===== src/rtl/uart_pkg.sv =====
// Shared UART constants: baud select codes, oversampling
// phases and the clock divisor helper.
package uart_pkg;

    localparam int OVERSAMPLE  = 16;
    localparam int SAMPLE_PH0  = 7;
    localparam int STOP_DECIDE = 153;
    localparam int DIV_W       = 16;

    localparam int BAUD_9600   = 9600;
    localparam int BAUD_19200  = 19200;
    localparam int BAUD_38400  = 38400;
    localparam int BAUD_57600  = 57600;
    localparam int BAUD_115200 = 115200;

    typedef enum logic [2:0] {
        SEL_9600   = 3'd0,
        SEL_19200  = 3'd1,
        SEL_38400  = 3'd2,
        SEL_57600  = 3'd3,
        SEL_115200 = 3'd4
    } baud_sel_e;

    typedef enum logic {
        RX_IDLE,
        RX_RECV
    } rx_state_e;

    // Clocks per oversample tick; unused codes fall back to 9600.
    function automatic logic [DIV_W-1:0] bps_dr(
        input int         clk_freq,
        input logic [2:0] sel
    );
        int baud;
        case (sel)
            SEL_19200:  baud = BAUD_19200;
            SEL_38400:  baud = BAUD_38400;
            SEL_57600:  baud = BAUD_57600;
            SEL_115200: baud = BAUD_115200;
            default:    baud = BAUD_9600;
        endcase
        return DIV_W'(clk_freq / (baud * OVERSAMPLE));
    endfunction

    function automatic logic maj3(
        input logic a,
        input logic b,
        input logic c
    );
        return (a & b) | (a & c) | (b & c);
    endfunction

endpackage


===== src/rtl/uart_rx_sync.sv =====
// Two-flop synchroniser for the RX pin plus a delay flop
// that flags the falling edge marking a start bit.
module uart_rx_sync (
    input  logic clk,
    input  logic n_reset,
    input  logic uart_rx,
    output logic rx_s,
    output logic start_edge
);

    logic s1_q;
    logic s2_q;
    logic dly_q;

    always_ff @(posedge clk) begin
        if (!n_reset) begin
            s1_q  <= 1'b1;
            s2_q  <= 1'b1;
            dly_q <= 1'b1;
        end else begin
            s1_q  <= uart_rx;
            s2_q  <= s1_q;
            dly_q <= s2_q;
        end
    end

    assign rx_s       = s2_q;
    assign start_edge = dly_q & ~s2_q;

endmodule


===== src/rtl/uart_byte_rx.sv =====
// 8N1 UART receiver: 16x oversampling, 3-sample majority
// vote, one-cycle done / framing-error strobes.
module uart_byte_rx
    import uart_pkg::*;
#(
    parameter int CLK_FREQ = 50_000_000
) (
    input  logic       clk,
    input  logic       n_reset,
    input  logic [2:0] Baud_set,
    input  logic       uart_rx,
    output logic [7:0] Data,
    output logic       Rx_done,
    output logic       Frame_err
);

    rx_state_e        state;
    rx_state_e        state_nxt;
    logic             rx_s;
    logic             start_edge;
    logic [DIV_W-1:0] div_cnt;
    logic [DIV_W-1:0] div_top;
    logic [7:0]       tick_cnt;
    logic [7:0]       shift;
    logic [1:0]       samp;
    logic [3:0]       phase;
    logic [3:0]       bit_idx;
    logic             tick;
    logic             decide;
    logic             vote;
    logic             done_nxt;
    logic             ferr_nxt;

    uart_rx_sync u_sync (
        .clk        (clk),
        .n_reset    (n_reset),
        .uart_rx    (uart_rx),
        .rx_s       (rx_s),
        .start_edge (start_edge)
    );

    assign phase   = tick_cnt[3:0];
    assign bit_idx = tick_cnt[7:4];
    assign tick    = (state == RX_RECV) && (div_cnt == div_top);
    assign decide  = tick && (phase == 4'(SAMPLE_PH0 + 2));
    // Third vote is the live sample taken on the deciding tick.
    assign vote    = maj3(samp[1], samp[0], rx_s);

    always_comb begin
        state_nxt = state;
        done_nxt  = 1'b0;
        ferr_nxt  = 1'b0;
        unique case (state)
            RX_IDLE: begin
                if (start_edge)
                    state_nxt = RX_RECV;
            end
            RX_RECV: begin
                if (decide) begin
                    if (bit_idx == 4'd0 && vote) begin
                        state_nxt = RX_IDLE;
                    end else if (tick_cnt == 8'(STOP_DECIDE)) begin
                        state_nxt = RX_IDLE;
                        done_nxt  = vote;
                        ferr_nxt  = ~vote;
                    end
                end
            end
        endcase
    end

    always_ff @(posedge clk) begin
        if (!n_reset)
            state <= RX_IDLE;
        else
            state <= state_nxt;
    end

    always_ff @(posedge clk) begin
        if (!n_reset) begin
            div_cnt   <= '0;
            div_top   <= '0;
            tick_cnt  <= '0;
            samp      <= '0;
            shift     <= '0;
            Data      <= '0;
            Rx_done   <= 1'b0;
            Frame_err <= 1'b0;
        end else begin
            Rx_done   <= done_nxt;
            Frame_err <= ferr_nxt;
            if (done_nxt)
                Data <= shift;
            if (state == RX_IDLE) begin
                if (start_edge) begin
                    div_cnt  <= '0;
                    tick_cnt <= '0;
                    div_top  <= bps_dr(CLK_FREQ, Baud_set)
                                - DIV_W'(1);
                end
            end else begin
                if (tick) begin
                    div_cnt  <= '0;
                    tick_cnt <= tick_cnt + 8'd1;
                end else begin
                    div_cnt <= div_cnt + DIV_W'(1);
                end
                if (tick && phase == 4'(SAMPLE_PH0))
                    samp[0] <= rx_s;
                if (tick && phase == 4'(SAMPLE_PH0 + 1))
                    samp[1] <= rx_s;
                if (decide && bit_idx >= 4'd1 && bit_idx <= 4'd8)
                    shift <= {vote, shift[7:1]};
            end
        end
    end

endmodule


===== config.mk =====
export PLATFORM = sky130hd
export DESIGN_NAME = uart_byte_rx
export DESIGN_NICKNAME = d
export VERILOG_FILES = /design/src/rtl/uart_pkg.sv /design/src/rtl/uart_rx_sync.sv /design/src/rtl/uart_byte_rx.sv
export SDC_FILE = /design/constraint.sdc
export NUM_CORES = 1
export LEC_CHECK = 0
export BUFFER_PORTS_ARGS = -buffer_cell sky130_fd_sc_hd__buf_2
export CAP_MARGIN = 20
export CELL_PAD_IN_SITES_DETAIL_PLACEMENT = 1
export CELL_PAD_IN_SITES_GLOBAL_PLACEMENT = 2
export CORE_MARGIN = 2
export CORE_UTILIZATION = 42
export CTS_CLUSTER_DIAMETER = 80
export DETAILED_ROUTE_END_ITERATION = 8
export PLACE_DENSITY = 0.86
export SLEW_MARGIN = 20
export SYNTH_ARGS = -nofsm -noshare
export SYNTH_HDL_FRONTEND = slang
export SYNTH_SLANG_ARGS = --single-unit

===== constraint.sdc =====
create_clock -name clk -period 83.9 [get_ports clk]
set_input_delay 20.975 -clock clk [delete_from_list [all_inputs] [get_ports clk]]
set_output_delay 20.975 -clock clk [all_outputs]
set_load 0.05 [all_outputs]

# Word-level counts from Yosys, hierarchy flattened
# Cells that the tools add are included.
[word_totals]
input_bits = 6
wordCells = 75
regBits = 64
output_inout_bits = 10
[op_classes]
reduce_logical = 15
bitwise_logic = 12
n_div = 1
n_eq_ne = 10
add_sub_neg = 3
n_lt_le_gt_ge = 2
muxes = 19
[op_table]
columns = ["operator", "count"]
rows = [
  ["$mux 28", 3],
  ["$pmux 17 s4", 1],
  ["$mux 16", 3],
  ["$div 27x32->32 const A", 1],
  ["$mux 8", 3],
  ["$add 16x1->16 const B", 1],
  ["$eq 16x16->1", 1],
  ["$sub 16x1->16 const B", 1],
  ["$reduce_and 2->1", 5],
  ["$add 8x1->8 const B", 1],
  ["$eq 4x4->1 const B", 2],
  ["$eq 8x8->1 const B", 1],
  ["$mux 1", 8],
  ["$logic_and 1x1->1", 7],
  ["$eq 3x2->1 const B", 2],
  ["$not 1->1", 6],
  ["$reduce_or 5->1", 1],
  ["$and 1x1->1", 4],
  ["$eq 4x3->1 const B", 1],
  ["$ge 4x1->1 const B", 1],
  ["$le 4x4->1 const B", 1],
  ["$logic_not 4->1", 1],
  ["$eq 3x1->1 const B", 1],
  ["$eq 3x3->1 const B", 1],
  ["4 further kinds", 5],
]

# Logic depth before layout (Yosys ltp)
# Gate-level depths: netlist of run 1.
[logic_depth]
ltp_word = 7
mapped_depth = 197
mapped_depth_nobuf = 183

# Cells and area by module
# A second synthesis of run 1 with hierarchy kept.
[unflattened]
cells_unflattened = 1451
hier_area_um2 = 10435.0
[modules_own_cells]
columns = ["module", "seq_area_each_um2", "area_per_inst_um2", "cells_per_inst", "instances"]
rows = [
  ["uart_byte_rx", 1221.2, 10349.9, 1444, 1],
  ["uart_rx_sync", 60.1, 85.1, 7, 1],
]

# Least setup slack after synthesis of run 1
# Ideal clock, no wire load.
[synth_path]
kind = "input port to flip-flop"
start = "input port Baud_set[0]"
end = "register div_top[8]"
path_buffers = 16
path_stages = 187
setup_time_ns = 0.070
t_required_ns = 83.830
arrival_ns = 56.578
setup_slack_ns = 27.252
path_cell_list = "clkbuf_1 -> nor3b_1 -> inv_1 -> clkbuf_1 -> clkbuf_1 -> buf_1 -> nand2_1 -> nor2_1 -> inv_1 -> ha_1 -> o211ai_1 -> a21o_1 -> a21oi_4 -> and3_1 -> ha_1 -> or3_1 -> a31o_4 -> a41o_4 -> (+151 left out) -> nand2b_1 -> a21oi_1 -> nor2b_1 -> o21ai_0 -> nand2b_1 -> a21oi_1 -> nor2b_1 -> a2111o_1 -> a2111oi_4 -> o311ai_1 -> nor2_1 -> ha_1 -> nand2_1 -> nor2_1 -> nand2_1 -> xnor2_1 -> nand2_1 -> a21oi_1"
[synth_via]
elab_chain_len = 7
word_cells_on_any_way = 10
cone_classes = "add/sub (1); div (1); eq/ne (4); mux (4)"
[synth_lines]
columns = ["element", "line_no", "source"]
rows = [
  ["start, declared", "uart_byte_rx.sv:10", "input logic [2:0] Baud_set,"],
  ["$eq 3x3->1 (tied with other cells)", "uart_pkg.sv:35", "case (sel)"],
  ["$pmux 17 s4 *", "uart_pkg.sv:35", ""],
  ["$mux 28 *", "uart_byte_rx.sv:95", "if (start_edge) begin"],
  ["$mux 28 *", "uart_byte_rx.sv:94", "if (state == RX_IDLE) begin"],
  ["$mux 28 *", "uart_byte_rx.sv:80", "if (!n_reset) begin"],
  ["$div 27x32->32 *", "uart_pkg.sv:42", "return DIV_W'(clk_freq / (baud * OVERSAMPLE));"],
  ["$sub 16x1->16 *", "uart_byte_rx.sv:99", "- DIV_W'(1);"],
  ["end signal, assigned", "uart_byte_rx.sv:98", "div_top <= bps_dr(CLK_FREQ, Baud_set)"],
  ["end, declared", "uart_byte_rx.sv:22", "logic [DIV_W-1:0] div_top;"],
]
# Mark *: on every way between the ends. The rest lies on a longest branch, timed or not. The select of a mux whose other input is x is not followed.
# A chain may end at the register's enable or synchronous reset.

# Worst setup path after layout of run 1
[layout_path]
start = "input port Baud_set[1]"
end = "register div_top[12]"
# The elaborated chain is that of the path after synthesis.

==> out/results.txt, run 1 <==
Clock Path Buffers = 2
Main combinational cell family by area after synthesis = compound AO/OA/AOI/OAI gates
Post-synth EDFFs = 0
Worst-margin pin slew = 0.9409 ns
Drt total wl = 34,990 µm
Max-cap violation count = 0
Crit Path Category = in -> reg
Final net count = 1,562
Antenna violations before repair = 1
Ys Warns = 0
Antenna fix cells = 0
Critical Path RT = 84.09 ns
Clock sinks = 64
Total core area = 24,460 µm²
Area leader, netlist = ha_1
Setup-failing EPs final = 0
Worst-path maximum fanout = 23
Routed vias/inst = 6.154
Synth Area in XOR/XNOR = 0.08572
WL/cell = 19.80 µm
Initial DRC Count = 519
Top FF cell, synth = dfxtp_1
RD Place Congestion = 0.8790
Total CTS buffers = 9
Post-Synth Adder-Cell Area = 0.1414
Synth Instances = 1,441
Critical Path End Type = flip-flop
CTS tree = built
Total I/O pin count = 16
Max-slew headroom = 0.3661
Congestion Overflow GR = 0
Most used cell, CP = o21ai_0
Setup TNS = 0 ns
FF-to-FF Start = div_cnt[4]$_SDFFE_PN0P_
DR pass1 iterations = 5
Synth top area share = 0.1405
Die W = 162.2 µm
Via count = 10,880
Multi-input logic area = 8905 µm²
Sequential share of the synthesized area = 0.1219
Simple-gate share of the synthesized area = 0.2602
Delay-heaviest family, CP = compound AO/OA/AOI/OAI gates
Complex-gate fraction of the synthesized area = 0.3093
Gr usage total = 0.2684
Skew final = 0.005558 ns
CP max stage delay = 0.63 ns
Die area = 26,300 µm²
Top-count cell post-synth = nor2_1
Post-synth cell types = 110
Number of synthesized register bits = 64
Mux contribution to synthesized area = 0.04846
Final Hold Viols = 0
CTS Root Cell = clkbuf_16
Layout cells sized above 1 = 0.09356
Post-DRT Antenna Nets = 0
Top post-synthesis cells by count = nor2_1 (152), a21oi_1 (147), nand2_1 (144), ha_1 (118), o21ai_0 (85)
Post-CTS Resized = 0
Top post-synthesis cells by area = ha_1 (14%), dfxtp_1 (12%), a21oi_1 (7.0%), nor2_1 (5.4%), nand2_1 (5.1%)
Initial Util = 0.4296
CTS H-tree lvls = 3
CP startpoint kind = input pin
Final Cycle Share = 0.7277
Area growth syn-to-layout = 7.179%
HP Start = u_sync.s1_q$_SDFF_PN1_
Syn Area/Cell = 7.293 µm²
CP arrival = 61.24 ns
HPWL after DPL = 27,270 µm
Achievable Freq = 0.01638 GHz
HP Class = reg -> reg
Setup Buffers After CTS = 0
Largest net degree at the start of global routing = 37
Slowest CP cell = o21ai_1
Period minus WS final = 61.05 ns
Cell row count = 57
Crit path from = Baud_set[1]
Final Slew Violations = 0
Fill cells = 3,149
Die height = 162.2 µm
Clock-pin slew on the worst setup and hold paths = 0.06 ns
Skew-Pair Late Insertion Delay = 0.34 ns
Cell Area, Synth = 10,510 µm²
DR DRC count = 0
Reg area = 1281 µm²
Status = finished, final reports clean
Vias in the first global route = 10,840
Buf/Inv on CP = 7
Hold buffer count at CTS = 0
First-pass GRT wire length = 57,500 µm
RSZ-0062 raised after global routing = no
IO buf count = 15
Ys async rst share = 0
-- layout by cell type, fill, tap and decap left out, drive strengths merged, types with 13 or more instances in the layout --
cell type and n:
a211oi 22, and2 19, nand2 145, nor2 153, nor3 39, nor2b 19
or3 14, xnor2 53, nand3 48, and3 26, a31oi 26, nand4 21
buf 32, a21oi 151, o21bai 13, ha 118, o21a 23, xor2 49
o21ai 93, inv 33, mux2i 23, nand2b 23, mux2 23, dfxtp 64
o31ai 13, a21o 39, nor4 15
-- metrics by stage --
step | utilization | area [µm²] | std cells | hold slack [ns] | worst slack, ns
after detailed placement | 0.4463 | 10920 | 1751 | 0.4100 | 23.01
after floorplan | - | 10520 | 1445 | 0.3863 | 27.25
final | 0.4604 | 11260 | 1767 | 0.4184 | 22.85
after global placement | 0.4463 | 10920 | 1751 | 0.4036 | 24.01
after CTS | 0.4604 | 11260 | 1767 | 0.4284 | 23.12
after global routing | 0.4604 | 11260 | 1767 | 0.4338 | 19.24
-- per-layer routing --
| layer | GRT usage | vias to the layer above | routed length [µm] |
|---|---|---|---|
| met4 | 0.07321 | 2 | 733 |
| met1 | 0.3721 | 5301 | 17310 |
| met3 | 0.02656 | 52 | 988 |
| met2 | 0.4437 | 144 | 15950 |
| li1 | - | 5376 | - |
| met5 | 0 | - | 12 |
-- area by class of cell --
| class | count | area share |
|---|---|---|
| clock inverter | 7 | 0.01066 |
| timing repair buffer | 32 | 0.01800 |
| multi-input combinational | 1298 | 0.7906 |
| tap | 324 | 0.03599 |
| sequential | 64 | 0.1138 |
| inverter | 33 | 0.01100 |
| clock buffer | 9 | 0.02000 |
-- flip-flops by register name, indices dropped and copies added, names as in the netlist --
name,count
state,1
u_sync.rx_s,1
div_cnt,16
u_sync.dly_q,1
div_top,16
tick_cnt,8
samp,2
Frame_err,1
shift,8
Rx_done,1
Data,8
u_sync.s1_q,1
-- kinds of logic after synthesis --
| kind of cell | after synthesis |
|---|---|
| XOR/XNOR | 102 |
| AND/OR/NAND/NOR | 550 |
| adder cells (fa/ha/maj) | 119 |
| flip-flops | 64 |
| buffers and inverters | 83 |
| AO/OA/AOI/OAI | 476 |
| other | 1 |
| multiplexers | 46 |
-- final timing paths --
check / slack [ns] / endpoint / cells after the start
hold / removal: 0.42 / u_sync.rx_s$_SDFF_PN1_ / 1
hold reg to reg: 0.42 / u_sync.rx_s$_SDFF_PN1_ / 1
setup / recovery: 22.85 / div_top[12]$_SDFFE_PN0P_ / 174
setup reg to reg: 80.61 / tick_cnt[5]$_SDFFE_PN0P_ / 10
Power of run 1 is not shown: default switching activity piles up to over one toggle a cycle in this logic, so the estimate is an artifact.
==> inputs of run 2 (changes only) <==
--- a/config.mk
+++ b/config.mk
@@ -5,15 +5,16 @@
 export SDC_FILE = /design/constraint.sdc
 export NUM_CORES = 1
 export LEC_CHECK = 0
+export ABC_AREA = 1
 export BUFFER_PORTS_ARGS = -buffer_cell sky130_fd_sc_hd__buf_2
 export CAP_MARGIN = 20
 export CELL_PAD_IN_SITES_DETAIL_PLACEMENT = 1
 export CELL_PAD_IN_SITES_GLOBAL_PLACEMENT = 2
 export CORE_MARGIN = 2
-export CORE_UTILIZATION = 42
+export CORE_UTILIZATION = 33
 export CTS_CLUSTER_DIAMETER = 80
 export DETAILED_ROUTE_END_ITERATION = 8
-export PLACE_DENSITY = 0.86
+export PLACE_DENSITY = 0.76
 export SLEW_MARGIN = 20
 export SYNTH_ARGS = -nofsm -noshare
 export SYNTH_HDL_FRONTEND = slang
==> constraint.sdc (replaced) <==
create_clock -name clk -period 48.9 [get_ports clk]
set_input_delay 12.225 -clock clk [delete_from_list [all_inputs] [get_ports clk]]
set_output_delay 12.225 -clock clk [all_outputs]
set_load 0.05 [all_outputs]
==> run 2 against run 1 <==
  * Register-to-register slack got worse by 35 ns
  * Non-clock buffer count fell by 9
  * Sequential share of layout area is 0.28 points lower
  * Critical path depth grew 16
  * Die area increased by 30%
  * Highest routed layer is now met4
  * Clock skew is 0.0024 ns higher
==> out/results.txt, run 2 <==
Status = finished, final reports clean
Initial Util = 0.3328
Cell area after placement = 11,230 µm²
Most common cell after layout, fill and taps aside = nand2_1
Most frequent cells in the layout = nand2_1 (373), inv_1 (228), nor2_1 (134)
RSZ-0062 raised after global routing = no
Total core area = 32,370 µm²
Top post-synthesis cells by area = ha_1 (14%), nand2_1 (13%), dfxtp_1 (12%), inv_1 (7.9%), o21ai_0 (6.2%)
RD Place Congestion = 0.8167
Crit Path Category = in -> reg
Cell count after placement = 2,163
Total CTS buffers = 9
Critical Path RT = 49.10 ns
Gr usage total = 0.2089
Skew-Pair Late Insertion Delay = 0.33 ns
Post-CTS Resized = 0
Top FF cell, synth = dfxtp_1
Most used cell, CP = inv_1
Final std cells w/o fill = 2,179
Vias in the first global route = 11,290
Slowest CP cell = inv_2
Clock Path Buffers = 2
Max-cap violation count = 0
Syn Area/Cell = 6.234 µm²
Top post-synthesis cells by count = nand2_1 (373), inv_1 (228), nor2_1 (135), o21ai_0 (133), a21oi_1 (128)
Post-synth EDFFs = 0
Via count = 11,060
Final Cycle Share = 0.8972
Number of synthesized register bits = 64
Area leader, netlist = ha_1
HPWL after DPL = 27,730 µm
Layout cells sized above 1 = 0.1123
Worst-margin pin slew = 0.8734 ns
Congestion Overflow GR = 0
Clock-pin slew on the worst setup and hold paths = 0.06 ns
Die area = 34,100 µm²
Area growth syn-to-layout = 7.178%
DR DRC count = 0
Total I/O pin count = 16
First-pass GRT wire length = 57,860 µm
Antenna violations before repair = 0
Setup TNS = 0 ns
Synth Instances = 1,728
Antenna fix cells = 0
Max-slew headroom = 0.4156
Skew final = 0.007942 ns
Routed vias/inst = 5.077
Die W = 184.7 µm
CP startpoint kind = input pin
IO buf count = 15
Top-count cell post-synth = nand2_1
Period minus WS final = 43.87 ns
CTS H-tree lvls = 3
CTS tree = built
Worst-path maximum fanout = 20
Sequential share of the synthesized area = 0.1189
CP max stage delay = 0.47 ns
Cell row count = 66
Ys async rst share = 0
Achievable Freq = 0.02279 GHz
Hold buffer count at CTS = 0
Largest net degree at the start of global routing = 29
R2R depth = 13
Final net count = 1,856
Drt total wl = 34,580 µm
Critical Path End Type = flip-flop
Regs by FF count = div_cnt (16), div_top (16)
Synth top area share = 0.1371
Final Slew Violations = 0
Post-synth cell types = 63
Design area = 11,540 µm²
Ys Warns = 0
Setup Buffers After CTS = 0
Initial DRC Count = 432
Final Hold Viols = 0
WL/cell = 15.87 µm
Die height = 184.7 µm
Clock sinks = 64
CTS Root Cell = clkbuf_16
Post-DRT Antenna Nets = 0
CP arrival = 44.08 ns
HP Class = reg -> reg
Cell count of the worst hold path = 1
Cell Area, Synth = 10,770 µm²
Util after Layout = 0.3566
DR pass1 iterations = 5
Setup-failing EPs final = 0
run 2: cells by family (layout without fill, tap and decap cells):
logic type,Yosys count,after routing,synth area share
and+or+nand+nor,787,787,0.3500
other,1,5,0.0003481
DFF,64,64,0.1189
AOI/OAI and AO/OA,384,384,0.2116
xor gates and xnor gates,83,83,0.06749
adders and majority gates,118,118,0.1371
buffers and inverters,291,296,0.1145
run 2: critical path: cells and delay by family:
family | cells | cell delay [ns]
and+or+nand+nor | 69 | 9.22
adders and majority gates | 17 | 5.13
AOI/OAI and AO/OA | 73 | 12.85
buffers and inverters | 31 | 4.50
run 2: per-stage QoR:
stage,hold WS (ns),setup WS (ns)
3_3_place_gp,0.4064,5.240
4_1_cts,0.4243,4.994
2_1_floorplan,0.3925,9.185
6_report,0.4201,5.026
3_5_place_dp,0.4022,4.711
5_1_grt,0.4378,1.502
run 2: final timing paths:
kind / start / endpoint / slack [ns]
max: Baud_set[1] / div_top[12]$_SDFFE_PN0P_ / 5.03
min: u_sync.s1_q$_SDFF_PN1_ / u_sync.rx_s$_SDFF_PN1_ / 0.42
max reg2reg: div_cnt[2]$_SDFFE_PN0P_ / Data[3]$_SDFFE_PN0P_ / 45.72
min reg2reg: u_sync.s1_q$_SDFF_PN1_ / u_sync.rx_s$_SDFF_PN1_ / 0.42
run 2: layout make-up:
class                           count  area [µm²]
Clock buffer                       10       229.0
Clock inverter                      6       83.83
Fill cell                        4363       20830
Inverter                          257       984.7
Multi-Input combinational cell   1377        8278
Sequential cell                    64        1281
Tap cell                          442       553.0
Timing Repair Buffer               23       135.1
run 2: routing by layer:
metal / vias to the layer above / share of wire / global-route usage
met1: 5227 / 0.51 / 0.2802
li1: 5749 / - / -
met2: 69 / 0.47 / 0.3735
met3: 17 / 0.011 / 0.01304
met4: 0 / 0.0078 / 0.03143
met5: - / 0 / 0
Power of run 2 is left out for the same reason.
==> inputs of run 3 (changes only) <==
--- a/config.mk
+++ b/config.mk
@@ -12,8 +12,10 @@
 export CELL_PAD_IN_SITES_GLOBAL_PLACEMENT = 2
 export CORE_MARGIN = 2
 export CORE_UTILIZATION = 33
+export CTS_BUF_LIST = sky130_fd_sc_hd__clkbuf_8
 export CTS_CLUSTER_DIAMETER = 80
 export DETAILED_ROUTE_END_ITERATION = 8
+export GPL_TIMING_DRIVEN = 0
 export PLACE_DENSITY = 0.76
 export SLEW_MARGIN = 20
 export SYNTH_ARGS = -nofsm -noshare
==> run 3 against run 2 <==
  * Wire length is 0.90% lower
  * Sequential share of layout area shrank 0.16 points
  * Largest cell class unchanged
  * Fmax fell by 3.0%
  * Clock-buffer cell count is 1 lower
  * First-iteration DRC count shrank 13%
  * Cell count increased by 1.4%
  * Via count grew 1.3%
  * Non-clock buffer count grew 31
==> out/results.txt, run 3 (synthesized netlist as in run 2, its figures left out) <==
Most frequent cells in the layout = nand2_1 (373), inv_1 (226), nor2_1 (134)
CTS Root Cell = clkbuf_8
Worst-path maximum fanout = 17
Final Slew Violations = 0
Total I/O pin count = 16
CP max stage delay = 0.45 ns
Final net count = 1,887
Crit Path Category = in -> reg
Max-slew headroom = 0.5202
Gr usage total = 0.2078
Clock Path Buffers = 2
Regs by FF count = div_cnt (16), div_top (16)
Total core area = 32,370 µm²
HP Class = reg -> reg
Final std cells w/o fill = 2,210
Antenna violations before repair = 0
Drt total wl = 34,270 µm
Cell row count = 66
Setup TNS = 0 ns
Final Hold Viols = 0
Critical Path End Type = flip-flop
Worst-margin pin slew = 0.7181 ns
Status = finished, final reports clean
Crit path from = Baud_set[2]
RR Endpoint = shift[7]$_SDFFE_PN0P_
Delay-heaviest family, CP = compound AO/OA/AOI/OAI gates
First-pass GRT wire length = 57,900 µm
Max-cap violation count = 0
Clock sinks = 64
DR DRC count = 0
Area growth syn-to-layout = 8.712%
Initial DRC Count = 376
Clock-pin slew on the worst setup and hold paths = 0.08 ns
Die area = 34,100 µm²
HP Start = u_sync.s1_q$_SDFF_PN1_
DR pass1 iterations = 4
Cell count of the worst hold path = 1
Initial Util = 0.3328
CP arrival = 45.45 ns
FF-to-FF Start = div_cnt[7]$_SDFFE_PN0P_
R2R depth = 13
Total CTS buffers = 9
Congestion Overflow GR = 0
Layout cells sized above 1 = 0.1227
Most common cell after layout, fill and taps aside = nand2_1
CTS H-tree lvls = 3
Skew final = 0.01329 ns
WL/cell = 15.51 µm
Die W = 184.7 µm
Cell count after placement = 2,190
RD Place Congestion = 0.8159
R2R Setup Slk = 45.53 ns
Achievable Freq = 0.02210 GHz
Largest net degree at the start of global routing = 21
Most used cell, CP = inv_1
Critical Path RT = 49.10 ns
Period minus WS final = 45.25 ns
Via count = 11,200
Skew-Pair Late Insertion Delay = 0.34 ns
Die height = 184.7 µm
Final Cycle Share = 0.9253
Setup-failing EPs final = 0
CP startpoint kind = input pin
Buf/Inv on CP = 43
CTS tree = built
RSZ-0062 raised after global routing = no
Post-DRT Antenna Nets = 0
Hold Path Sink = u_sync.rx_s$_SDFF_PN1_
HPWL after DPL = 28,500 µm
Antenna fix cells = 0
Hold buffer count at CTS = 0
Slowest CP cell = nor3_1
IO buf count = 15
Vias in the first global route = 11,610
Routed vias/inst = 5.070
-- run 3: stage by stage --
step	utilization	hold WS [ns]	instance area, µm²	setup WS, ns
after global placement	0.3526	0.4051	11410	0.5838
final	0.3617	0.4257	11710	3.655
after global routing	0.3617	0.4427	11710	0.09964
after floorplan	-	0.3925	10790	9.185
after CTS	0.3602	0.4302	11660	1.956
after detailed placement	0.3534	0.4138	11440	1.704
-- run 3: worst max path at each step --
stage	cells after the start	end
after floorplan	192	div_top[12]$_SDFFE_PN0P_
after global placement	200	div_top[12]$_SDFFE_PN0P_
after detailed placement	201	div_top[12]$_SDFFE_PN0P_
after CTS	201	div_top[12]$_SDFFE_PN0P_
after global routing	201	div_top[12]$_SDFFE_PN0P_
final	202	div_top[12]$_SDFFE_PN0P_
-- run 3: repair_timing --
action	CTS	global route
endpoints found under the setup margin	0	9
gates resized for setup	0	5
setup buffers	0	5
-- run 3: final cells by class --
class | instances | area [µm²]
sequential | 64 | 1281
clock inverter | 7 | 95.09
clock buffer | 9 | 123.9
tap | 442 | 553.0
buffer | 33 | 246.5
timing repair buffer | 21 | 127.6
fill | 4365 | 20660
inverter | 257 | 992.2
multi-input combinational | 1377 | 8290
-- run 3: routing by layer --
layer,track usage,vias up,share of wire,wire (µm)
li1,-,5820,-,-
met1,0.2642,5279,0.48,16420
met2,0.3848,72,0.49,16860
met3,0.01186,33,0.012,407
met4,0.04381,0,0.017,591
met5,0,-,0,0
Power of run 3 is left out for the same reason.
